### src/rtl/t03_dpu_pixel_renderer.sv
// Pixel colour renderer: frame-latched shadows of MMIO game state, sprite/bar/ground/sky compositing.
// Latency: fixed 2 cycles from pix_req to pix_valid (stage 1 hit flags, stage 2 colour).
// Backpressure: none; accepts one request every cycle and never stalls.
module t03_dpu_pixel_renderer #(
    parameter int SCREEN_W     = 320,
    parameter int GROUND_Y     = 200,
    parameter int SPR_W        = 16,
    parameter int SPR_H        = 32,
    parameter int BAR_H        = 8,
    parameter int BAR_SCALE    = 4,
    parameter int FLASH_FRAMES = 8
) (
    input  logic        clk,
    input  logic        rst,
    input  logic [1:0]  gameState,
    input  logic [1:0]  p1State,
    input  logic [1:0]  p2State,
    input  logic [4:0]  p1health,
    input  logic [4:0]  p2health,
    input  logic [10:0] x1,
    input  logic [10:0] y1,
    input  logic [10:0] x2,
    input  logic [10:0] y2,
    input  logic        frame_start,
    input  logic        pix_req,
    input  logic [10:0] pix_x,
    input  logic [10:0] pix_y,
    output logic        pix_valid,
    output logic [15:0] pix_color
);
    localparam int FLW = $clog2(FLASH_FRAMES + 1);

    localparam logic [15:0] C_BLACK  = 16'h0000;
    localparam logic [15:0] C_TITLE  = 16'h0010;
    localparam logic [15:0] C_BAR1   = 16'h07E0;
    localparam logic [15:0] C_BAR2   = 16'h001F;
    localparam logic [15:0] C_GROUND = 16'h8200;
    localparam logic [15:0] C_SKY    = 16'h5D1F;

    typedef enum logic {WAIT_FRAME, ACTIVE} state_t;
    state_t r_state, w_state_nxt;

    logic [1:0]     r_gs, r_p1s, r_p2s;
    logic [4:0]     r_p1h, r_p2h;
    logic [10:0]    r_x1, r_y1, r_x2, r_y2;
    logic [FLW-1:0] r_fl1, r_fl2;

    logic           r_v1, r_blank, r_title, r_hb1, r_hb2, r_hs1, r_hs2, r_hg;
    logic [15:0]    r_c1, r_c2;

    logic [11:0]    w_px, w_py, w_bar1_len, w_bar2_len;
    logic           w_spr1, w_spr2, w_bar1, w_bar2, w_bars_on, w_draw1, w_draw2;
    logic [15:0]    w_color;

    function automatic logic [15:0] f_spr_color(input logic [1:0] st, input logic [FLW-1:0] fl,
                                                input logic is_p1);
        if (fl != '0 && fl[1])
            return 16'hFFFF;
        case (st)
            2'b00:   return is_p1 ? 16'hFFE0 : 16'hF81F;
            2'b01:   return 16'hF800;
            2'b10:   return 16'h7BEF;
            default: return 16'hFD20;
        endcase
    endfunction

    always_ff @(posedge clk or negedge rst) begin
        if (!rst)
            r_state <= WAIT_FRAME;
        else
            r_state <= w_state_nxt;
    end

    always_comb begin
        w_state_nxt = r_state;
        if (frame_start)
            w_state_nxt = ACTIVE;
    end

    // Flash counters compare incoming health against the shadow before it is overwritten.
    always_ff @(posedge clk or negedge rst) begin
        if (!rst) begin
            r_gs  <= '0;  r_p1s <= '0;  r_p2s <= '0;
            r_p1h <= '0;  r_p2h <= '0;
            r_x1  <= '0;  r_y1  <= '0;  r_x2  <= '0;  r_y2 <= '0;
            r_fl1 <= '0;  r_fl2 <= '0;
        end else if (frame_start) begin
            r_gs  <= gameState;  r_p1s <= p1State;  r_p2s <= p2State;
            r_p1h <= p1health;   r_p2h <= p2health;
            r_x1  <= x1;  r_y1 <= y1;  r_x2 <= x2;  r_y2 <= y2;
            if (p1health < r_p1h)
                r_fl1 <= FLW'(FLASH_FRAMES);
            else if (r_fl1 != '0)
                r_fl1 <= r_fl1 - 1'b1;
            if (p2health < r_p2h)
                r_fl2 <= FLW'(FLASH_FRAMES);
            else if (r_fl2 != '0)
                r_fl2 <= r_fl2 - 1'b1;
        end
    end

    // 12-bit compares so a sprite near x=2047 clips instead of wrapping to column 0.
    assign w_px       = {1'b0, pix_x};
    assign w_py       = {1'b0, pix_y};
    assign w_bar1_len = 12'(r_p1h) * 12'(BAR_SCALE);
    assign w_bar2_len = 12'(r_p2h) * 12'(BAR_SCALE);

    assign w_spr1 = (w_px >= {1'b0, r_x1}) && (w_px < {1'b0, r_x1} + 12'(SPR_W)) &&
                    (w_py >= {1'b0, r_y1}) && (w_py < {1'b0, r_y1} + 12'(SPR_H));
    assign w_spr2 = (w_px >= {1'b0, r_x2}) && (w_px < {1'b0, r_x2} + 12'(SPR_W)) &&
                    (w_py >= {1'b0, r_y2}) && (w_py < {1'b0, r_y2} + 12'(SPR_H));
    assign w_bar1 = (w_py < 12'(BAR_H)) && (w_px >= 12'd4) && (w_px < 12'd4 + w_bar1_len);
    assign w_bar2 = (w_py < 12'(BAR_H)) && (w_px + w_bar2_len >= 12'(SCREEN_W - 4)) &&
                    (w_px < 12'(SCREEN_W - 4));

    assign w_bars_on = (r_gs == 2'b01);
    assign w_draw1   = (r_gs != 2'b11);
    assign w_draw2   = (r_gs != 2'b10);

    always_ff @(posedge clk or negedge rst) begin
        if (!rst) begin
            r_v1 <= 1'b0;  r_blank <= 1'b0;  r_title <= 1'b0;
            r_hb1 <= 1'b0; r_hb2 <= 1'b0;    r_hs1 <= 1'b0;   r_hs2 <= 1'b0;  r_hg <= 1'b0;
            r_c1 <= '0;    r_c2 <= '0;
        end else begin
            r_v1    <= pix_req;
            r_blank <= (r_state == WAIT_FRAME);
            r_title <= (r_gs == 2'b00);
            r_hb1   <= w_bars_on && w_bar1;
            r_hb2   <= w_bars_on && w_bar2;
            r_hs1   <= w_draw1 && w_spr1;
            r_hs2   <= w_draw2 && w_spr2;
            r_hg    <= (w_py >= 12'(GROUND_Y));
            r_c1    <= f_spr_color(r_p1s, r_fl1, 1'b1);
            r_c2    <= f_spr_color(r_p2s, r_fl2, 1'b0);
        end
    end

    always_comb begin
        w_color = C_SKY;
        if (r_blank)     w_color = C_BLACK;
        else if (r_title) w_color = C_TITLE;
        else if (r_hb1)  w_color = C_BAR1;
        else if (r_hb2)  w_color = C_BAR2;
        else if (r_hs1)  w_color = r_c1;
        else if (r_hs2)  w_color = r_c2;
        else if (r_hg)   w_color = C_GROUND;
    end

    always_ff @(posedge clk or negedge rst) begin
        if (!rst) begin
            pix_valid <= 1'b0;
            pix_color <= '0;
        end else begin
            pix_valid <= r_v1;
            pix_color <= r_v1 ? w_color : C_BLACK;
        end
    end
endmodule

### config.mk
export PLATFORM = sky130hd
export DESIGN_NAME = t03_dpu_pixel_renderer
export DESIGN_NICKNAME = d
export VERILOG_FILES = /design/src/rtl/t03_dpu_pixel_renderer.sv
export SDC_FILE = /design/constraint.sdc
export NUM_CORES = 1
export LEC_CHECK = 0
export BUFFER_PORTS_ARGS = -buffer_cell sky130_fd_sc_hd__buf_2
export CAP_MARGIN = 20
export CORE_MARGIN = 3
export CORE_UTILIZATION = 58
export CTS_CLUSTER_DIAMETER = 100
export CTS_CLUSTER_SIZE = 16
export DETAILED_ROUTE_END_ITERATION = 10
export PLACE_DENSITY = 0.8
export SYNTH_ARGS = -nofsm -noshare
export SYNTH_HDL_FRONTEND = slang
export SYNTH_SLANG_ARGS = --single-unit
### constraint.sdc
create_clock -name clk -period 2.55 [get_ports clk]
set_input_delay 0.1275 -clock clk [delete_from_list [all_inputs] [get_ports clk]]
set_output_delay 0.1275 -clock clk [all_outputs]
set_load 0.1 [all_outputs]
======== After elaboration in Yosys (flattened, before gate mapping) ========
Index checks and enable logic that the tools add are counted.
W data, S select, Z words.
storage, ports and cells
  register bits after elaboration ......... 126
  input port bits ......................... 86
  output and inout port bits .............. 17
  word-level logic and storage cells ...... 101
cells by class
  add/subtract/negate cells ............... 8
  $lt $le $gt $ge ......................... 16
  eq/ne operators ......................... 7
  multiplexer cells ....................... 20
  bitwise logic cells ..................... 1
  reductions and logical operators ........ 25
operator list
  operator                 number
  $mux W16                 12
  $pmux W16 S3             2
  $lt A11 B12 Y1           4
  $ge A11 B11 Y1           4
  $add A11 B5 Y12 const B  2
  $add A11 B6 Y12 const B  2
  $logic_and A1 B1 Y1      16
  $mux W4                  4
  $add A11 B7 Y12          1
  $ge A12 B9 Y1 const B    1
  $ge A11 B3 Y1 const B    1
  $ge A11 B8 Y1 const B    1
  $lt A11 B4 Y1 const B    1
  $lt A11 B8 Y1            1
  $lt A11 B9 Y1 const B    1
  $lt A5 B5 Y1             2
  $add A3 B7 Y8 const A    1
  $reduce_bool A4 Y1       2
  $sub A4 B1 Y4 const B    2
  $eq A2 B1 Y1 const B     3
  $logic_not A2 Y1         3
  $eq A2 B2 Y1 const B     2
  $ne A2 B2 Y1 const B     2
  $reduce_and A2 Y1        2
  other kinds (3)          5

======== Longest topological paths before layout ========
Gate-level depths: netlist (run 1).
  depth after elaboration ................. 8
  depth in mapped cells ................... 11
  gate-level depth less buffers ........... 11

======== Worst setup path after synthesis (run 1) ========
No wires, ideal clock.
  path type ............................... register to register
  start ................................... register r_y1[7]
  end ..................................... register r_hs1
  data arrival time ....................... 2.052 ns
  data required time ...................... 2.482 ns
  path slack .............................. 0.430 ns
  stages on the path, launching flop included .. 12
  buffers on the path ..................... 0
  clock period less this slack ............ 2.120 ns
  cells stage by stage .................... dfrtp_1 inv_1 nor3_1 nand3_1 xnor2_1 ha_1 nand3_1 nor2_1 o21a_1 a2111oi_4 o22ai_1 and4bb_1
on the way
  word-level cells in the longest chain between the ends .. 4
  elaborated cells on any way between the ends .. 6
  classes of those cells .................. add/sub: 1; order compare: 2; reduce/logical: 3
ends and longest elaborated chain
  what                                                   line      text
  from (decl)                                            45        logic [10:0] r_x1, r_y1, r_x2, r_y2;
  from (signal assigned)                                 85        r_x1 <= '0; r_y1 <= '0; r_x2 <= '0; r_y2 <= '0;
  from (signal assigned)                                 90        r_x1 <= x1; r_y1 <= y1; r_x2 <= x2; r_y2 <= y2;
  $add A11 B6 Y12 or $ge A11 B11 Y1 (tied branches)      109       (w_py >= {1'b0, r_y1}) && (w_py < {1'b0, r_y1} + 12'(SPR_H));
  $lt A11 B12 Y1 or $logic_and A1 B1 Y1 (tied branches)  109, 108
  $logic_and A1 B1 Y1 *                                  109
  $logic_and A1 B1 Y1 *                                  131       r_hs1 <= w_draw1 && w_spr1;
  to (signal assigned)                                   131
  to (decl)                                              48        logic r_v1, r_blank, r_title, r_hb1, r_hb2, r_hs1, r_hs2, r_hg;
Mark *: on every way between the ends. The rest lies on a longest branch, timed or not.
A chain may end at the register's enable or synchronous reset.

======== Worst setup path after layout (run 1) ========
  start ................................... register r_x2[4]
  end ..................................... register r_hs2
on the way
  word-level cells in the longest chain between the ends .. 6
  elaborated cells on any way between the ends .. 7
  classes of those cells .................. add/sub: 1; order compare: 2; reduce/logical: 4
ends and longest elaborated chain
  what                                 line  text
  from (decl)                          45
  from (signal assigned)               85
  from (signal assigned)               90
  $add A11 B5 Y12                      110   assign w_spr2 = (w_px >= {1'b0, r_x2}) && (w_px < {1'b0, r_x2} + 12'(SPR_W)) &&
  $lt A11 B12 Y1                       110
  $logic_and A1 B1 Y1 * (2 in series)  110
  $logic_and A1 B1 Y1 *                111   (w_py >= {1'b0, r_y2}) && (w_py < {1'b0, r_y2} + 12'(SPR_H));
  $logic_and A1 B1 Y1 *                132   r_hs2 <= w_draw2 && w_spr2;
  to (signal assigned)                 132
  to (decl)                            48
Marked as above.

==> results.txt, run 1 <==
----------------------------------------------------
[Drt]
  Drt first-iter violations ... 462
  DR WL/cell ... 16.4 um
  Count of antenna-violating nets left after detailed routing ... 0
  Total Wirelength ... 15.9 mm
  Vias ... 5545
  Router iterations before antenna repair ... 5
  Residual DRC count ... 0
  Detail-routed via count per cell ... 5.75

[Place]
  Gp weighted congestion ... 0.867
  IO Port Bufs ... 102
  Placed Cells ... 916
  Detailed-placement wirelength estimate ... 11.7 mm

[CTS]
  Root buf cell ... clkbuf_16
  H-Tree Level Count ... 3
  Deepest clock path buffer count ... 2
  Clk pin slew, worst setup/hold paths ... 0.07 ns
  Insertion delay of the later-clocked pin in the worst-skew pair ... 0.35 ns
  CTS buffer count ... 9
  Clock tree from TritonCTS ... built
  Number of clock sinks ... 101

[Cells and area]
  Synthesis-to-finish area growth ... 19.5%
  Leading cell type in the layout, fill and taps excluded ... dfrtp_1
  Proportion of layout cells with a drive suffix above 1 ... 0.171
  Top library cells by usage in the layout, fill and taps aside ... dfrtp_1, buf_2, ha_1
  Total inserted antenna cells ... 0
  Final cell count without fillers ... 965
  Final net count ... 1007

[Power and ir drop]
  Leakage power ... 3.89 nW
  Power density over the cells ... 623 mW/mm2
  Largest voltage drop on the vdd net ... 0.000420 V
  Overall power consumption ... 4.86 mW

[STA]
  Number of pins exceeding their max-slew limit in the final report ... 0
  Final-layout setup total negative slack ... 0 ns
  Slew HR ... 0.544
  Final setup skew ... 0.00748 ns
  Worst slew pin tran ... 0.683 ns
  Unrepaired setup endpoints after global routing ... false
  Minimum clock period after layout ... 2.41 ns
  # setup viols final ... 0
  Final-layout worst hold slack ... 0.00302 ns
  Max Fclk ... 414 MHz
  Period utilization ... 0.946
  Final hold violations ... 0

[Critical path]
  Internal reg-to-reg setup slack ... 0.14 ns
  Startpoint type of the worst setup path ... flip-flop
  Max incr delay on CP ... 0.39 ns
  Endpoint required time on the critical path ... 2.84 ns
  Buf+Inv Stages, Crit Path ... 1
  Critical Path, Cell by Cell ... inv_1 -> nor3_2 -> nand3_1 -> xnor2_1 -> ha_1 -> a21o_1 -> a2111oi_2 -> o21ai_0 -> o311ai_0 -> and4_1
  Dominant delay contributor by cell family on the critical path ... compound AO/OA/AOI/OAI gates
  Depth of the worst register-to-register path ... 10
  Largest fanout of any net on the critical path ... 4
  CP Depth ... 10
  Data arrival, critical path ... 2.70 ns
  Critical Path End Type ... flip-flop
  Worst setup path class ... reg -> reg
  Slowest cell on crit path ... dfrtp_1

[Logic synthesis]
  Number of flops mapped to enable cells by yosys ... 0
  Synth top area share ... 0.387
  Post-Synthesis Mean Instance Area ... 9.41 um2
  Post-synthesis cell area ... 0.00653 mm2
  Top area cells in the synthesized netlist ... dfrtp_1, ha_1, o21ai_0
  Post-Synthesis Cells ... 694
  Ys Warns ... 0
  Ys flop type ... dfrtp_1
  Sequential fraction of the synthesis area ... 0.387
  Number of register bits inferred by synthesis ... 101
  Post-Synthesis Net Count ... 880
  Fraction of registers with async set or reset after synthesis ... 1.00
  Yosys top cell by area ... dfrtp_1
  Number of library cell types mapped by synthesis ... 65

[Die]
  Die Y-Extent ... 112 um
  Floorplan die width ... 112 um
  Area of the core ... 0.0109 mm2
  I/O pin total ... 103
  Starting utilization of the core area ... 0.597
  Number of placement rows ... 38
  Floorplan die area ... 0.0126 mm2

[GRT]
  Largest net degree at the start of global routing ... 65
  Via count of the first global-routing pass ... 5746
  Overall overflow remaining after global route ... 0
  Initial antenna violation count ... 0
  All-Layer GR Usage ... 0.265
  First-pass GRT wire length ... 27.0 mm

[Min path]
  Worst Hold Path Cells ... 3
  Class of the worst hold path ... in -> reg

[Status]
  Status ... complete, no violations

[Job]
  Max-Cap Viols ... 0

----------------------------------------------------
tightest hold or removal path, cell delays in order:
cell	delay, ns
buf_2	0.08
nand2_1	0.04
o21ai_0	0.07
cell families after synthesis:
family,after synthesis,share of synthesized area
AOI/OAI and AO/OA,176,0.170
xor gates and xnor gates,26,0.0349
adders and majority gates,101,0.194
buffers and inverters,95,0.0592
DFF,101,0.387
muxes,12,0.0205
other,1,0.000574
and+or+nand+nor,182,0.134
Yosys cell counts (all sizes together) (3+ instances only):
library cell / instances
a2111oi: 4
a211oi: 5
a21o: 16
a21oi: 36
and3: 4
buf: 15
clkbuf: 7
dfrtp: 101
ha: 99
inv: 73
mux2: 11
nand2: 77
nand2b: 13
nand3: 21
nand4: 6
nor2: 28
nor2b: 4
nor3: 9
nor4: 5
o2111ai: 4
o211ai: 3
o21a: 11
o21ai: 74
o32ai: 3
xnor2: 25
power by group:
group          switching [mW]  total (mW)  internal (mW)
Sequential              0.149        1.98           1.83
Combinational           0.869        1.47          0.606
Clock                   0.592        1.40          0.810
Total                    1.61        4.86           3.24
layer usage:
| metal | GRT usage | up-vias | routed length [um] |
|---|---|---|---|
| met3 | 0.0652 | 39 | 982 |
| met2 | 0.440 | 177 | 7670 |
| met1 | 0.336 | 2638 | 6740 |
| li1 | - | 2691 | - |
| met4 | 0.101 | 0 | 481 |
| met5 | 0 | - | 0 |
metrics by stage:
step | util | setup slack (ns) | area (um2)
5_1_grt | 0.713 | 0.0120 | 7800
3_5_place_dp | 0.653 | 0.182 | 7150
3_3_place_gp | 0.653 | 0.320 | 7150
2_1_floorplan | - | 0.430 | 6530
6_report | 0.713 | 0.137 | 7800
4_1_cts | 0.710 | 0.130 | 7770
registers in the layout, indices dropped and copies added, names as in the netlist, 2 cells and up:
name       count
r_x1          11
r_x2          11
r_y1          11
r_y2          11
pix_color     10
r_c2           7
r_c1           6
r_p1h          5
r_p2h          5
r_fl1          4
r_fl2          4
r_gs           2
r_p1s          2
r_p2s          2
worst paths after layout:
path                          from           end
max                        r_x2[4]         r_hs2
min                          x1[3]       r_x1[3]
max reg2reg                r_x2[4]         r_hs2
min reg2reg                r_state       r_blank
max in group asynchronous      rst       r_y1[9]
min in group asynchronous      rst  pix_color[5]
layout make-up:
cell class              count  area [um2]
clock buffers              12         256
clock inverters             3        45.0
fillers                   862        3140
inverters                  73         274
multi-input cells         498        3630
flip-flops and latches    101        2530
well taps                 140         175
repair buffers            138         891
timing repair:
action / 4_1_cts / 5_1_grt
resized for setup: 0 / 4
endpoints found under the hold margin: 78 / 0
setup buffers: 0 / 2
hold buffers: 32 / 0
endpoints found under the setup margin: 0 / 2
(Power assumes the default switching activity.)
==> inputs of run 2 (changes only) <==
--- a/config.mk
+++ b/config.mk
@@ -13,6 +13,7 @@
 export CTS_CLUSTER_SIZE = 16
 export DETAILED_ROUTE_END_ITERATION = 10
 export PLACE_DENSITY = 0.8
+export SETUP_SLACK_MARGIN = 0.4
 export SYNTH_ARGS = -nofsm -noshare
 export SYNTH_HDL_FRONTEND = slang
 export SYNTH_SLANG_ARGS = --single-unit
==> run 2 against run 1 <==
- worst setup slack better by 0.18 ns
- flip-flop and latch count did not move
- combinational power is 5% higher
- sequential share of layout area decreased by 0.73 points
- non-clock buffer count rose by 12
- via count about the same
- global-route usage grew 0.14 points
- core utilization up 1.6 points
- design area rose by 2.3%
- sequential power about the same
- largest cell class unchanged
==> results.txt, run 2 (synthesis gave the netlist of run 1 again) <==
----------------------------------------------------
[STA]
  Number of pins exceeding their max-slew limit in the final report ... 0
  Worst slew pin tran ... 0.690 ns
  Unrepaired setup endpoints after global routing ... true
  Slew HR ... 0.540
  Final-layout worst hold slack ... 0.00233 ns
  Period utilization ... 0.874
  Final setup skew ... 0.00606 ns
  Final-layout setup total negative slack ... 0 ns
  Minimum clock period after layout ... 2.23 ns
  Final hold violations ... 0
  Max Fclk ... 449 MHz
  # setup viols final ... 0

[Drt]
  DR WL/cell ... 16.5 um
  Residual DRC count ... 0
  Vias ... 5546
  Total Wirelength ... 16.1 mm
  Drt first-iter violations ... 415
  Router iterations before antenna repair ... 4
  Detail-routed via count per cell ... 5.68
  Count of antenna-violating nets left after detailed routing ... 0

[CTS]
  Deepest clock path buffer count ... 2
  Clock tree from TritonCTS ... built
  Root buf cell ... clkbuf_16
  Number of clock sinks ... 101
  Clk pin slew, worst setup/hold paths ... 0.07 ns
  Insertion delay of the later-clocked pin in the worst-skew pair ... 0.35 ns
  H-Tree Level Count ... 3
  CTS buffer count ... 9

[GRT]
  All-Layer GR Usage ... 0.266
  Overall overflow remaining after global route ... 0
  Via count of the first global-routing pass ... 5797
  Largest net degree at the start of global routing ... 65
  First-pass GRT wire length ... 27.2 mm
  Initial antenna violation count ... 0

[Power and ir drop]
  Sw power ... 1.64 mW
  Portion of total power attributed to combinational logic ... 0.313
  Power density over the cells ... 617 mW/mm2
  Largest voltage drop on the vdd net ... 0.000402 V
  Internal power summed over all cells ... 3.28 mW
  Share of total power in the clock network ... 0.285
  Switching Share ... 0.333
  Share of power burned in registers ... 0.401
  Leakage power ... 3.97 nW

[Die]
  Floorplan die area ... 0.0126 mm2
  Die Y-Extent ... 112 um
  Floorplan die width ... 112 um
  Starting utilization of the core area ... 0.597
  I/O pin total ... 103
  Number of placement rows ... 38
  Area of the core ... 0.0109 mm2

[Cells and area]
  Leading cell type in the layout, fill and taps excluded ... dfrtp_1
  Top library cells by usage in the layout, fill and taps aside ... dfrtp_1, buf_2, ha_1
  Synthesis-to-finish area growth ... 22.2%
  Multi-input gate area in the final layout ... 0.00372 mm2
  Final net count ... 1019
  Core utilization of the finished layout ... 0.730
  Proportion of layout cells with a drive suffix above 1 ... 0.205
  Total of fill cells in the finished design ... 821
  Reg area ... 0.00253 mm2
  Final cell count without fillers ... 977
  Total inserted antenna cells ... 0
  Final design instance area without fill ... 0.00798 mm2

[Place]
  IO Port Bufs ... 102
  Placed Cells ... 916
  Placed standard-cell area ... 0.00715 mm2
  Detailed-placement wirelength estimate ... 11.7 mm
  Gp weighted congestion ... 0.867

[Critical path]
  Slowest cell on crit path ... dfrtp_1
  Dominant delay contributor by cell family on the critical path ... compound AO/OA/AOI/OAI gates
  Capturing element of the worst setup path ... r_hs1
  Critical Path, Cell by Cell ... inv_2 -> nor3_2 -> nand3_2 -> xnor2_2 -> ha_1 -> a21o_1 -> a21o_1 -> a311oi_2 -> o22ai_1 -> and4bb_1
  Largest fanout of any net on the critical path ... 3
  Beginning of the worst register-to-register path ... r_x1[8]
  Data arrival, critical path ... 2.52 ns
  Endpoint required time on the critical path ... 2.84 ns
  Internal reg-to-reg setup slack ... 0.32 ns
  Max incr delay on CP ... 0.37 ns
  Depth of the worst register-to-register path ... 10
  Critical Path End Type ... flip-flop
  CP Depth ... 10
  Worst setup path class ... reg -> reg
  Worst flop-to-flop path endpoint ... r_hs1
  Cell mode on critical path ... a21o_1
  Startpoint type of the worst setup path ... flip-flop
  Buf+Inv Stages, Crit Path ... 1
  First element of the critical path ... r_x1[8]

[Min path]
  Class of the worst hold path ... in -> reg
  Worst Hold Path Cells ... 3

[Job]
  Max-Cap Viols ... 0

[Status]
  Status ... complete, no violations

----------------------------------------------------
[run 2: cell type report]
type / count / area share
multi-input combinational: 498 / 0.466
sequential: 101 / 0.317
timing repair buffer: 150 / 0.123
inverter: 73 / 0.0343
clock buffer: 12 / 0.0322
tap: 140 / 0.0220
clock inverter: 3 / 0.00565
[run 2: power groups by stage]
stage	Combinational [mW]	Clock [mW]	Sequential [mW]
3_5_place_dp	1.40	0	2.00
3_3_place_gp	1.33	0	1.99
4_1_cts	1.50	1.43	1.97
2_1_floorplan	0.932	0	2.05
6_report	1.54	1.41	1.98
5_1_grt	1.73	1.50	2.00
[run 2: how the worst min path moves through the flow]
stage	from	to	slack, ns
after floorplan	rst	pix_color[10]	-0.17
after global placement	rst	pix_color[14]	0.19
after detailed placement	rst	pix_color[13]	0.21
after CTS	x1[0]	r_x1[0]	0.0003
after global routing	x1[3]	r_x1[3]	0.003
final	x1[3]	r_x1[3]	0.002
[run 2: metal layers]
layer  track usage  up-vias  wire length (um)
met2         0.440      179              7830
met4         0.104        0               430
met1         0.337     2620              6810
met5             0        -                 0
li1              -     2713                 -
met3        0.0679       34              1060
[run 2: per-stage QoR]
stage	total power [mW]	worst slack, ns
3_3_place_gp	3.32	0.320
3_5_place_dp	3.40	0.182
2_1_floorplan	2.99	0.430
5_1_grt	5.23	0.195
4_1_cts	4.90	0.313
6_report	4.92	0.321
[run 2: timing repair]
| item | in CTS | in global routing |
|---|---|---|
| setup buffers | 11 | 3 |
| hold endpoints to repair | 78 | 0 |
| endpoints found under the setup margin | 3 | 3 |
| hold buffers | 32 | 0 |
| pin swaps | 14 | 11 |
| resized for setup | 13 | 14 |
[run 2: worst register-to-register path, cell delays in order (launching register included)]
cell and delay [ns]:
dfrtp_1 0.37, inv_2 0.06, nor3_2 0.18, nand3_2 0.13
xnor2_2 0.16, ha_1 0.30, a21o_1 0.19, a21o_1 0.19
a311oi_2 0.20, o22ai_1 0.12, and4bb_1 0.27
==> inputs of run 3 (changes only) <==
--- a/config.mk
+++ b/config.mk
@@ -8,11 +8,11 @@
 export BUFFER_PORTS_ARGS = -buffer_cell sky130_fd_sc_hd__buf_2
 export CAP_MARGIN = 20
 export CORE_MARGIN = 3
-export CORE_UTILIZATION = 58
+export CORE_UTILIZATION = 62
 export CTS_CLUSTER_DIAMETER = 100
 export CTS_CLUSTER_SIZE = 16
 export DETAILED_ROUTE_END_ITERATION = 10
-export PLACE_DENSITY = 0.8
+export PLACE_DENSITY = 0.85
 export SETUP_SLACK_MARGIN = 0.4
 export SYNTH_ARGS = -nofsm -noshare
 export SYNTH_HDL_FRONTEND = slang
==> constraint.sdc (replaced) <==
create_clock -name clk -period 2.6 [get_ports clk]
set_input_delay 0.13 -clock clk [delete_from_list [all_inputs] [get_ports clk]]
set_output_delay 0.13 -clock clk [all_outputs]
set_load 0.1 [all_outputs]
==> run 3 against run 2 <==
- global-route usage rose by 5.0 points
- first-iteration DRC count fell by 1.9%
- die area shrank 6.1%
- critical path type unchanged
- critical path depth stayed put
- highest routed layer unchanged
- non-clock buffer count grew 43
==> results.txt, run 3 (synthesis gave the netlist of run 1 again) <==
----------------------------------------------------
[Status]
  Status ... complete, no violations

[GRT]
  All-Layer GR Usage ... 0.316
  Largest net degree at the start of global routing ... 62
  Overall overflow remaining after global route ... 0
  First-pass GRT wire length ... 28.9 mm
  Via count of the first global-routing pass ... 6296
  Initial antenna violation count ... 0

[Drt]
  Residual DRC count ... 0
  Routed wl met2 ... 9.36 mm
  Total Wirelength ... 18.3 mm
  Detail-routed via count per cell ... 5.95
  Count of antenna-violating nets left after detailed routing ... 0
  Drt first-iter violations ... 407
  Router iterations before antenna repair ... 5
  Vias ... 6035
  Met3 wire length ... 1.22 mm
  Highest metal layer with signal wires ... met4
  DR WL/cell ... 18.1 um
  Metal1 wirelength ... 6.97 mm

[STA]
  Number of pins exceeding their max-slew limit in the final report ... 0
  Worst slew pin tran ... 0.593 ns
  Crit path setup slack, layout ... 0.275 ns
  Final hold violations ... 0
  Unrepaired setup endpoints after global routing ... true
  Final setup skew ... 0.0133 ns
  Period utilization ... 0.894
  Final-layout setup total negative slack ... 0 ns
  Max Fclk ... 430 MHz
  Minimum clock period after layout ... 2.32 ns
  Slew HR ... 0.594
  # setup viols final ... 0

[Die]
  Starting utilization of the core area ... 0.653
  Number of placement rows ... 36
  Floorplan die width ... 109 um
  I/O pin total ... 103
  Die Y-Extent ... 109 um
  Area of the core ... 0.0100 mm2
  Floorplan die area ... 0.0118 mm2

[Power and ir drop]
  Share of power burned in registers ... 0.420
  Sw power ... 1.67 mW
  Portion of total power attributed to combinational logic ... 0.348
  Share of total power in the clock network ... 0.232
  Leakage power ... 4.12 nW
  Switching Share ... 0.363
  Internal power summed over all cells ... 2.93 mW
  Largest voltage drop on the vdd net ... 0.000444 V
  Power density over the cells ... 556 mW/mm2

[Place]
  Gp weighted congestion ... 0.916
  IO Port Bufs ... 102
  Detailed-placement wirelength estimate ... 12.1 mm
  Placed Cells ... 910
  Worst slack at placement ... 0.131 ns

[Critical path]
  Startpoint type of the worst setup path ... flip-flop
  Worst setup path class ... reg -> reg
  Endpoint required time on the critical path ... 2.94 ns
  Largest fanout of any net on the critical path ... 3
  Data arrival, critical path ... 2.66 ns
  Critical Path End Type ... flip-flop

[Cells and area]
  Core utilization of the finished layout ... 0.828
  Synthesis-to-finish area growth ... 26.8%
  Leading cell type in the layout, fill and taps excluded ... dfrtp_1
  Total inserted antenna cells ... 0
  Top library cells by usage in the layout, fill and taps aside ... dfrtp_1, buf_2, ha_1
  Final cell count without fillers ... 1014
  Final net count ... 1062
  Proportion of layout cells with a drive suffix above 1 ... 0.208

[CTS]
  Number of clock sinks ... 101
  H-Tree Level Count ... 3
  Root buf cell ... clkbuf_8
  Deepest clock path buffer count ... 2
  Clk pin slew, worst setup/hold paths ... 0.10 ns
  Clock tree from TritonCTS ... built
  CTS buffer count ... 9
  Insertion delay of the later-clocked pin in the worst-skew pair ... 0.39 ns

[Job]
  Max-Cap Viols ... 0

[Min path]
  Class of the worst hold path ... in -> reg

----------------------------------------------------
run 3: critical path: stages, from the launching register on:
cell and delay, ns:
dfrtp_1 0.39, inv_2 0.07, nor3_4 0.19, nand3_2 0.14, xnor2_2 0.16, ha_1 0.31
a21o_1 0.22, a2111oi_4 0.34, o21ai_1 0.14, o311ai_2 0.10, and4_1 0.22
run 3: final timing paths:
path / from / to / slack [ns] / depth (start not counted)
worst max-delay path: r_x2[8] / r_hs2 / 0.28 / 10
worst min-delay path: p2health[3] / r_p2h[3] / 0.02 / 3
worst max register to register: r_x2[8] / r_hs2 / 0.28 / 10
worst min register to register: r_state / r_blank / 0.42 / 1
max in group asynchronous: rst / r_c2[4] / 1.62 / 3
min in group asynchronous: rst / r_x1[3] / 0.25 / 2
run 3: timing repair:
action | CTS | global route
hold endpoints to repair | 100 | 0
setup buffers | 18 | 9
gates resized for setup | 11 | 15
hold buffers | 61 | 0
pin swaps | 10 | 14
setup endpoints to repair | 3 | 3
gates cloned | 0 | 0
run 3: cell type report:
type / count / area, um2
Multi-Input combinational cell: 498 / 3730
Sequential cell: 101 / 2530
Fill cell: 583 / 1720
Timing Repair Buffer: 193 / 1380
Inverter: 73 / 274
Tap cell: 133 / 166
Clock buffer: 10 / 128
Clock inverter: 6 / 76.3
run 3: power groups by stage:
stage / Combinational, mW / Clock, mW / Sequential [mW]
4_1_cts: 1.51 / 1.08 / 1.93
6_report: 1.60 / 1.07 / 1.93
3_3_place_gp: 1.30 / 0 / 1.95
5_1_grt: 1.77 / 1.15 / 1.96
2_1_floorplan: 0.914 / 0 / 2.01
3_5_place_dp: 1.38 / 0 / 1.96
run 3: per-stage QoR:
stage	hold WS (ns)	area (um2)	total power [mW]
final	0.0164	8280	4.60
after detailed placement	0.148	7140	3.34
after global placement	0.141	7140	3.25
after floorplan	-0.166	6530	2.93
after global routing	0.0439	8280	4.87
after CTS	0.00764	8130	4.52
run 3: routing by layer:
metal	vias up	global-route usage
li1	2792	-
met3	76	0.0746
met5	-	0
met1	2887	0.346
met2	280	0.570
met4	0	0.156
